--- config.mk ---
export PLATFORM = sky130hd
export DESIGN_NAME = jtopl_bus_dec
export DESIGN_NICKNAME = d
export VERILOG_FILES = /design/src/rtl/jtopl_bus_dec.sv
export SDC_FILE = /design/constraint.sdc
export NUM_CORES = 1
export LEC_CHECK = 0
export BUFFER_PORTS_ARGS = -buffer_cell sky130_fd_sc_hd__buf_2
export CAP_MARGIN = 40
export CORE_MARGIN = 2
export CORE_UTILIZATION = 49
export DETAILED_ROUTE_END_ITERATION = 12
export HOLD_SLACK_MARGIN = 0.08
export PLACE_DENSITY = 0.85
export SETUP_SLACK_MARGIN = 0.2
export SKIP_LAST_GASP = 1
export SYNTH_ARGS = -nofsm -noshare
export SYNTH_HDL_FRONTEND = slang
export SYNTH_SLANG_ARGS = --single-unit
--- constraint.sdc ---
create_clock -name clk -period 2.91 [get_ports clk]
set_input_delay 0.1455 -clock clk [delete_from_list [all_inputs] [get_ports clk]]
set_output_delay 0.1455 -clock clk [all_outputs]
set_load 0.03 [all_outputs]
--- src/rtl/jtopl_bus_dec.sv ---
// CPU write decoder for the OPL register file: latches the register address,
// decodes data writes into register-file updates and holds them for a full slot sweep.
module jtopl_bus_dec #(
    parameter int HOLD     = 22,
    parameter int OPL_TYPE = 1
) (
    input  logic       clk,
    input  logic       rst,
    input  logic       cen,
    input  logic [7:0] cpu_din,
    input  logic       cpu_addr,
    input  logic       cpu_cs_n,
    input  logic       cpu_wr_n,
    output logic       busy,
    output logic [7:0] din,
    output logic       write,
    output logic [3:0] sel_ch,
    output logic [1:0] sel_group,
    output logic [2:0] sel_sub,
    output logic       up_mult,
    output logic       up_ksl_tl,
    output logic       up_ar_dr,
    output logic       up_sl_rr,
    output logic       up_wav,
    output logic       up_fnumlo,
    output logic       up_fnumhi,
    output logic       up_fbcon,
    output logic       rhy_en,
    output logic [4:0] rhy_kon,
    output logic       wave_mode,
    output logic [7:0] tim_a,
    output logic [7:0] tim_b,
    output logic [7:0] tim_ctl,
    output logic       up_timer
);

    localparam int CW = $clog2(HOLD + 1);

    typedef enum logic [2:0] {
        DEC_NONE,
        DEC_UPD,
        DEC_RHY,
        DEC_WAVE,
        DEC_TIMA,
        DEC_TIMB,
        DEC_TIMC
    } dec_e;

    logic          wr_req;
    logic          wr_req_l;
    logic          wr_evt;
    logic [7:0]    addr_q;
    logic [CW-1:0] hold_cnt;
    logic [7:0]    up_q;

    dec_e          dec_kind;
    logic [7:0]    dec_strobe;
    logic [3:0]    dec_ch;
    logic [1:0]    dec_group;
    logic [2:0]    dec_sub;
    logic [1:0]    op_group;
    logic [2:0]    op_sub;
    logic [2:0]    op_sub_m3;
    logic [3:0]    ch_idx;

    assign wr_req = !cpu_cs_n && !cpu_wr_n;
    assign wr_evt = wr_req && !wr_req_l;

    // Strobe vector order: mult, ksl_tl, ar_dr, sl_rr, wav, fnumlo, fnumhi, fbcon
    assign {up_mult, up_ksl_tl, up_ar_dr, up_sl_rr,
            up_wav, up_fnumlo, up_fnumhi, up_fbcon} = up_q;

    assign op_group  = addr_q[4:3];
    assign op_sub    = addr_q[2:0];
    assign op_sub_m3 = (op_sub >= 3'd3) ? op_sub - 3'd3 : op_sub;
    assign ch_idx    = addr_q[3:0];

    always_comb begin
        dec_kind   = DEC_NONE;
        dec_strobe = '0;
        dec_ch     = '0;
        dec_group  = '0;
        dec_sub    = '0;
        if (addr_q == 8'hBD) begin
            dec_kind = DEC_RHY;
        end else if (addr_q == 8'h01) begin
            if (OPL_TYPE == 2) dec_kind = DEC_WAVE;
        end else if (addr_q == 8'h02) begin
            dec_kind = DEC_TIMA;
        end else if (addr_q == 8'h03) begin
            dec_kind = DEC_TIMB;
        end else if (addr_q == 8'h04) begin
            dec_kind = DEC_TIMC;
        end else if (addr_q[7:4] inside {4'hA, 4'hB, 4'hC}) begin
            if (ch_idx <= 4'd8) begin
                dec_kind  = DEC_UPD;
                dec_ch    = ch_idx;
                dec_group = (ch_idx >= 4'd6) ? 2'd2 : (ch_idx >= 4'd3) ? 2'd1 : 2'd0;
                dec_sub   = 3'(ch_idx - 4'(dec_group) * 4'd3);
                case (addr_q[7:4])
                    4'hA:    dec_strobe = 8'b0000_0100;
                    4'hB:    dec_strobe = 8'b0000_0010;
                    default: dec_strobe = 8'b0000_0001;
                endcase
            end
        end else if (op_sub <= 3'd5 && op_group <= 2'd2) begin
            // Operator slots: the channel repeats every three subslots within a group
            dec_group = op_group;
            dec_sub   = op_sub;
            dec_ch    = 4'(op_group) * 4'd3 + 4'(op_sub_m3);
            case (addr_q[7:5])
                3'd1: begin dec_kind = DEC_UPD; dec_strobe = 8'b1000_0000; end
                3'd2: begin dec_kind = DEC_UPD; dec_strobe = 8'b0100_0000; end
                3'd3: begin dec_kind = DEC_UPD; dec_strobe = 8'b0010_0000; end
                3'd4: begin dec_kind = DEC_UPD; dec_strobe = 8'b0001_0000; end
                3'd7: begin
                    if (OPL_TYPE == 2) begin
                        dec_kind   = DEC_UPD;
                        dec_strobe = 8'b0000_1000;
                    end
                end
                default: dec_kind = DEC_NONE;
            endcase
        end
    end

    always_ff @(posedge clk) begin
        wr_req_l <= wr_req;
        if (rst) begin
            addr_q    <= '0;
            hold_cnt  <= '0;
            busy      <= 1'b0;
            write     <= 1'b0;
            din       <= '0;
            sel_ch    <= '0;
            sel_group <= '0;
            sel_sub   <= '0;
            up_q      <= '0;
            rhy_en    <= 1'b0;
            rhy_kon   <= '0;
            wave_mode <= 1'b0;
            tim_a     <= '0;
            tim_b     <= '0;
            tim_ctl   <= '0;
            up_timer  <= 1'b0;
        end else begin
            write    <= 1'b0;
            up_timer <= 1'b0;
            // The write cycle itself never counts, so the slot counter gets HOLD full ticks
            if (busy && cen && !write) begin
                hold_cnt <= hold_cnt - CW'(1);
                if (hold_cnt == CW'(1)) begin
                    busy <= 1'b0;
                    up_q <= '0;
                end
            end
            if (wr_evt) begin
                if (!cpu_addr) begin
                    addr_q <= cpu_din;
                end else if (!busy) begin
                    case (dec_kind)
                        DEC_UPD: begin
                            din       <= cpu_din;
                            write     <= 1'b1;
                            busy      <= 1'b1;
                            hold_cnt  <= CW'(HOLD);
                            up_q      <= dec_strobe;
                            sel_ch    <= dec_ch;
                            sel_group <= dec_group;
                            sel_sub   <= dec_sub;
                        end
                        DEC_RHY: begin
                            rhy_en  <= cpu_din[5];
                            rhy_kon <= cpu_din[4:0];
                        end
                        DEC_WAVE: wave_mode <= cpu_din[5];
                        DEC_TIMA: begin
                            tim_a    <= cpu_din;
                            up_timer <= 1'b1;
                        end
                        DEC_TIMB: begin
                            tim_b    <= cpu_din;
                            up_timer <= 1'b1;
                        end
                        DEC_TIMC: begin
                            tim_ctl  <= cpu_din;
                            up_timer <= 1'b1;
                        end
                        default: ;
                    endcase
                end
            end
        end
    end

endmodule

Yosys cells after proc, flatten, opt, wreduce, memory -nomap -nowiden
Cells that the tools add are included.
Widths: inputs -> output; s select.
- bits of input ports: 14
- output and inout port bits: 59
- logic and storage cells: 136
- register bits: 73
- magnitude comparators: 6
- $mul: 2
- bitwise gates (word level): 3
- eq/ne operators: 19
- muxes and demuxes: 65
- reduce and logical (&&, ||, !) cells: 20
- $add $sub $neg: 4
- operator list (kind ; number):
    $mux 8 ; 13
    $mux 3 ; 16
    $mux 4 ; 8
    $pmux 8 s4 ; 1
    $mux 5 ; 5
    $reduce_and 4->1 ; 6
    $mux 2 ; 9
    $eq 8x2->1 const B ; 2
    $eq 3x2->1 const B ; 4
    $eq 3x3->1 const B ; 4
    $eq 4x4->1 const B ; 3
    $mux 1 ; 12
    $eq 8x1->1 const B ; 1
    $eq 8x3->1 const B ; 1
    $eq 8x8->1 const B ; 1
    $reduce_or 4->1 ; 2
    $eq 3x1->1 const B ; 2
    $pmux 3 s2 ; 1
    $eq 5x1->1 const B ; 1
    $logic_and 1x1->1 ; 5
    $sub 5x1->5 const B ; 1
    $add 4x3->4 ; 1
    $ge 4x2->1 const B ; 1
    $ge 4x3->1 const B ; 1
    other kinds (13) ; 18

Logic depth before layout (Yosys ltp)
Gate-level depths: netlist (run 1).
- word-level depth: 15
- mapped depth: 14
- depth with buffers taken out: 12

Worst setup path before layout (run 1)
Ideal clock, no wire load.
- path kind: reg-to-reg
- from: register addr_q[2]
- to: register sel_ch[3]
- path buffers: 2
- clock period less this slack: 3.133 ns
- cell stages (with the launch flop): 15
- required time: 2.840 ns
- arrival time: 3.063 ns
- path slack: -0.223 ns
- cells stage by stage: dfxtp_1 > buf_2 > buf_1 > inv_1 > ha_1 > or3_1 > o21a_1 > fa_1 > ha_1 > inv_1 > fa_1 > xor2_1 > nor3_1 > o2111ai_1 > a21oi_1
- word-level cells in the longest chain between the ends: 11
- ends and longest elaborated chain (what ; line ; text):
    from (decl) ; 52 ; logic [7:0] addr_q;
    from (signal assigned) ; 159 ; addr_q <= cpu_din;
    parallel branches: the longest is 11 deep, another holds $add 4x3->4 ; -- ;
    to (signal assigned) ; 168 ; sel_ch <= dec_ch;
    to (decl) ; 17 ; output logic [3:0] sel_ch,
Parallel ways; which one is timed is not known.
A chain may end at the register's enable or synchronous reset.

Worst setup path in the final report (run 1)
- from: register addr_q[1]
- to: register sel_ch[2]
Same word-level chain as after synthesis.

==> metrics.txt, run 1 <==
post-synthesis adder-cell area fraction=0.05974; CTS Buf Count=9; CP arrival=3.04 ns; P_int=1.511 mW; synthesis-to-finish area growth=23.83%; Syn Inst Count=398; post-synth cell types=53; Tcrit/Tclk final=0.9677; detailed-route wire length=9649 um; crit path time final=2.816 ns; Vias per Instance=5.884; Root Driver=clkbuf_8; mapped cell area=3518 um^2; most common cell after layout, fill and taps aside=buf_2; post-synth top area share=0.4154; syn_area_per_cell=8.840 um^2; NumNets Final=506; largest net degree at the start of global routing=59; Initial Util=0.5122; FF+latch count, synth=73; global-route wire length before repair=15210 um; Area contributors post-synth=dfxtp_1 42%, a21oi_1 7.0%, mux2i_1 5.7%; H-tree Lvls=3; Die Y=88.74 um; Top FF cell, synth=dfxtp_1; detailed-route via count=3401; # setup viols final=0; Std-Cell Rows=30; Hold Path Class=input pin to register; Slew Limit Fails=0; GRT overflow=0; detailed-router iteration count before antenna repair=5; Slew @ Worst Pin=0.6994 ns; latest clock arrival within the worst-skew pair=0.35 ns; Routed WL per cell=16.69 um; Syn Nets=427; io pins=73; post-synthesis mux area share=0.05690; Worst slew margin=0.5320; 1st-iter DRT viols=360; FFs w/ async S/R, synth=0; Max Clk Rate=0.3551 GHz; MaxCap Viol Count=0; Clock Path Buffers=2; status=completed; static leakage=1.806 nW; Max VDD drop=0.3808 mV; RSZ-0062 raised after global routing=true; largest family of logic cells by synthesized area=compound AO/OA/AOI/OAI gates; post-synthesis xor/xnor area fraction=0.01245; FILL cells=566; Post-synth EDFFs=0; pre-CTS WS=0.05366 ns; Sink Count=73; most frequent cells in the layout=72 x buf_2, 70 x dfxtp_1, 49 x a21oi_1; Clk pwr share=0.407; Worst EP required=3.13 ns; Routability Congestion=0.8810; vias in the first global route=3099; Logic pwr share=0.101; Pwr Density=475.1 nW/um^2; final setup margin=0.09412 ns; Final Power=2.070 mW; antenna-violating nets left=0; switching part of the total=0.2699; Port Buf Inserts=72; Worst Path Max Fanout=2; TritonCTS clock tree=built; GRT Util Overall=0.2470; Seq/Total Area, Yosys=0.4154; Crit Path Category=register to register; antenna cells=0; clk_skew=0.008850 ns; Synth Area in Compound Gates=0.2180; simple-gate share of the synthesized area=0.1899; sequential power share=0.492; antenna violations before repair=0; Min Hold Slack=0.1239 ns; HPWL after detailed placement=6362 um; switching power=558.6 uW; crit end category=register; DR DRC count=0; DIE AREA=7874 um^2; area leader, netlist=dfxtp_1; share of post-route cells with drive strength above 1=0.2925; Yosys warnings=0; clock transition at the registers of the reported paths=0.08 ns; Placeable Area=6869 um^2; crit start category=register; Die Wd=88.74 um; Hold Fails Final Rpt=0
-- worst max-delay path: stages (launching register included) --
cell and delay (ns):
dfxtp_2 0.34, ha_4 0.16, ha_4 0.16, or3_4 0.33
o21a_1 0.12, fa_1 0.49, ha_2 0.18, inv_2 0.04
fa_2 0.53, nor3_2 0.04, o2111ai_2 0.21, a21oi_1 0.09
-- metrics by stage --
step                        util  cell area [um^2]  instances  setup TNS [ns]
final                     0.6342              4357        578               0
after global routing      0.6342              4357        578        -0.04444
after CTS                 0.6235              4283        571               0
after detailed placement  0.5847              4016        551               0
after global placement    0.5847              4016        551               0
after floorplan                -              3566        398               0
-- state kept, by name, indices dropped and copies added, names as in the netlist, 2 cells and up --
name	flops
sel_sub	3
tim_ctl	8
rhy_kon	5
tim_a	8
addr_q	8
hold_cnt	5
sel_ch	4
din	8
tim_b	8
up_q	8
sel_group	2
-- cell type report --
type | instances | area [um^2] | area share
repair buffers | 97 | 559.3 | 0.1284
inverters | 11 | 46.29 | 0.01063
clock inverters | 6 | 75.07 | 0.01723
well taps | 96 | 120.1 | 0.02757
multi-input cells | 285 | 1953 | 0.4483
flip-flops and latches | 73 | 1465 | 0.3363
clock buffers | 10 | 137.6 | 0.03159
-- cell families after synthesis --
family,after synthesis
simple gates,125
compound gates,120
flops,73
buf+inv,40
mux,20
fa+ha+maj,15
xor+xnor,5
-- worst paths after layout --
check	start	endpoint	slack, ns	cells after the start
worst max-delay path	addr_q[1]	sel_ch[2]	0.09	11
worst min-delay path	cpu_din[7]	din[7]	0.12	3
worst max register to register	addr_q[1]	sel_ch[2]	0.09	11
worst min register to register	wave_mode	wave_mode	0.47	1
-- cell usage after synthesis, types with 4 or more instances --
cell,n
buf_2,11
mux2i_1,20
clkbuf_1,15
o21ai_0,13
a211oi_2,7
nand2b_1,8
a21oi_1,49
ha_1,12
nand2_1,6
o21ai_1,24
nand3_1,27
inv_1,11
nor4_1,4
nand3b_1,4
dfxtp_1,73
nor2_1,41
nor2b_1,7
nor3_1,7
-- repair_timing --
item                       CTS  global route
setup endpoints to repair    2            41
hold endpoints to repair     2             0
resized for setup            4             4
pin swaps                    6             5
hold buffers                 3             0
buffers inserted             1             7
-- power groups by stage --
| stage | clock (mW) | sequential (mW) | combinational, mW |
|---|---|---|---|
| after detailed placement | 0 | 1.04 | 0.185 |
| after global routing | 0.897 | 1.02 | 0.224 |
| after global placement | 0 | 1.04 | 0.181 |
| final | 0.843 | 1.02 | 0.210 |
| after CTS | 0.853 | 1.02 | 0.191 |
| after floorplan | 0 | 1.04 | 0.126 |
-- layer usage --
metal  up-vias  GRT usage  routed length [um]
met3        14    0.07090                 755
li1       1595          -                   -
met4         0    0.06061                 133
met2       183     0.3982                4598
met1      1609     0.3277                4161
met5         -          0                   0
Note: power is estimated with default switching activity, not from simulation.
==> run 2: changes to the inputs <==
Settings changed: CORE_ASPECT_RATIO from default to 0.9.
==> metrics.txt, run 2 (same netlist as run 1, synthesis figures left out) <==
MaxCap Viol Count=0; Slew Limit Fails=0; antenna cells=0; vias in the first global route=3063; Initial Util=0.5024; detailed-route wire length=9401 um; Register Area=1468 um^2; final non-filler cell total=568; H-tree Lvls=3; Worst path most repeated cell=ha_4; Root Driver=clkbuf_8; Port Buf Inserts=72; global-route wire length before repair=15150 um; Die Wd=93.32 um; crit-path max cell delay=0.48 ns; latest clock arrival within the worst-skew pair=0.36 ns; footprint of the multi-input gates=1943 um^2; Vias per Instance=5.907; crit start category=register; Final Power=1.939 mW; Final Instance Area=4253 um^2; Worst EP required=3.19 ns; switching power=534.3 uW; crit end category=register; 1st-iter DRT viols=221; NumNets Final=499; detailed-router iteration count before antenna repair=5; Tcrit/Tclk final=0.9613; clk_skew=0.01428 ns; antenna violations before repair=0; Max Clk Rate=0.3575 GHz; GRT overflow=0; crit-path cells=ha_4 -> ha_4 -> or3_4 -> o21a_1 -> fa_1 -> ha_2 -> inv_2 -> fa_2 -> xor2_1 -> nor3_1 -> o2111ai_1 -> a21oi_1; antenna-violating nets left=0; CP max-delay cell=fa_1; Std-Cell Rows=29; CP arrival=3.08 ns; switching part of the total=0.2756; largest net degree at the start of global routing=54; RSZ-0062 raised after global routing=true; Crit Path Category=register to register; TritonCTS clock tree=built; synthesis-to-finish area growth=20.87%; static leakage=1.762 nW; Hold Fails Final Rpt=0; io pins=73; DP Area=4005 um^2; Die Y=84.39 um; Logic pwr share=0.101; detailed-route via count=3355; Worst Path Max Fanout=2; crit path time final=2.798 ns; CTS Buf Count=9; most common cell after layout, fill and taps aside=buf_2; share of post-route cells with drive strength above 1=0.2863; Slew @ Worst Pin=0.8599 ns; Max VDD drop=0.4073 mV; final setup margin=0.1125 ns; DR DRC count=0; most frequent cells in the layout=72 x buf_2, 70 x dfxtp_1, 49 x a21oi_1; P_int=1.404 mW; pre-CTS WS=0.06404 ns; HPWL after detailed placement=6522 um; Hold Path Class=input pin to register; Buf/Inv on CP=1; FILL cells=604; # setup viols final=0; Clk pwr share=0.375; Setup TNS=0 ns; Routed WL per cell=16.55 um; Routability Congestion=0.8743; Worst slew margin=0.4214; sequential power share=0.525; clock transition at the registers of the reported paths=0.09 ns; Pwr Density=455.9 nW/um^2; Clock Path Buffers=2; Placeable Area=7003 um^2; CP delay by family, top=adder cells; status=completed; DIE AREA=7875 um^2; GRT Util Overall=0.2411; cell count after placement=547; Sink Count=73
-- run 2: changes by cell type in the layout (fill, tap and decap cells not counted), sizes merged --
cell         previous run  this run
inv                    13        12
dlygate4sd3             3         2
bufinv                  1         0
clkinv                  2         5
buf                    94        88
clkinvlp                1         0
-- run 2: area by class of cell --
class	instances	share of cell area
Multi-Input combinational cell	285	0.4569
Sequential cell	73	0.3451
Timing Repair Buffer	90	0.1177
Clock buffer	10	0.03236
Tap cell	93	0.02736
Inverter	11	0.01089
Clock inverter	6	0.009709
-- run 2: repair_timing --
action | CTS | global route
setup endpoints to repair | 2 | 23
buffers inserted | 2 | 1
hold endpoints to repair | 1 | 0
pin swaps | 3 | 4
resized for setup | 5 | 3
hold buffers | 2 | 0
-- run 2: worst reg2reg max path, stage by stage (launching register included) --
cell,delay (ns)
dfxtp_2,0.34
ha_4,0.16
ha_4,0.15
or3_4,0.33
o21a_1,0.12
fa_1,0.48
ha_2,0.17
inv_2,0.03
fa_2,0.33
xor2_1,0.17
nor3_1,0.16
o2111ai_1,0.12
a21oi_1,0.15
-- run 2: routing by layer --
layer | vias to the layer above | part of all wire | global-route usage
met5 | - | 0 | 0
met4 | 0 | 0.017 | 0.06417
met3 | 20 | 0.10 | 0.08348
met2 | 198 | 0.46 | 0.3865
met1 | 1556 | 0.42 | 0.3105
li1 | 1581 | - | -
-- run 2: stage by stage --
stage | utilization | hold slack [ns]
after floorplan | - | 0.2122
after global placement | 0.5719 | 0.3388
after detailed placement | 0.5719 | 0.3535
after CTS | 0.6051 | 0.08202
after global routing | 0.6073 | 0.09564
final | 0.6073 | 0.09659
-- run 2: final timing paths --
kind              startpoint         to  slack, ns  cells after the start
setup / recovery   addr_q[0]  sel_ch[3]       0.11                     12
hold reg to reg    wave_mode  wave_mode       0.46                      1
setup reg to reg   addr_q[0]  sel_ch[3]       0.11                     12
hold / removal    cpu_din[6]   tim_b[6]        0.1                      3
-- run 2: power by group through the flow --
stage          clock network [mW]  logic, mW  registers (mW)
4_1_cts                     0.737      0.188            1.02
5_1_grt                     0.778      0.210            1.02
2_1_floorplan                   0      0.126            1.04
3_5_place_dp                    0      0.184            1.04
3_3_place_gp                    0      0.180            1.04
6_report                    0.727      0.195            1.02
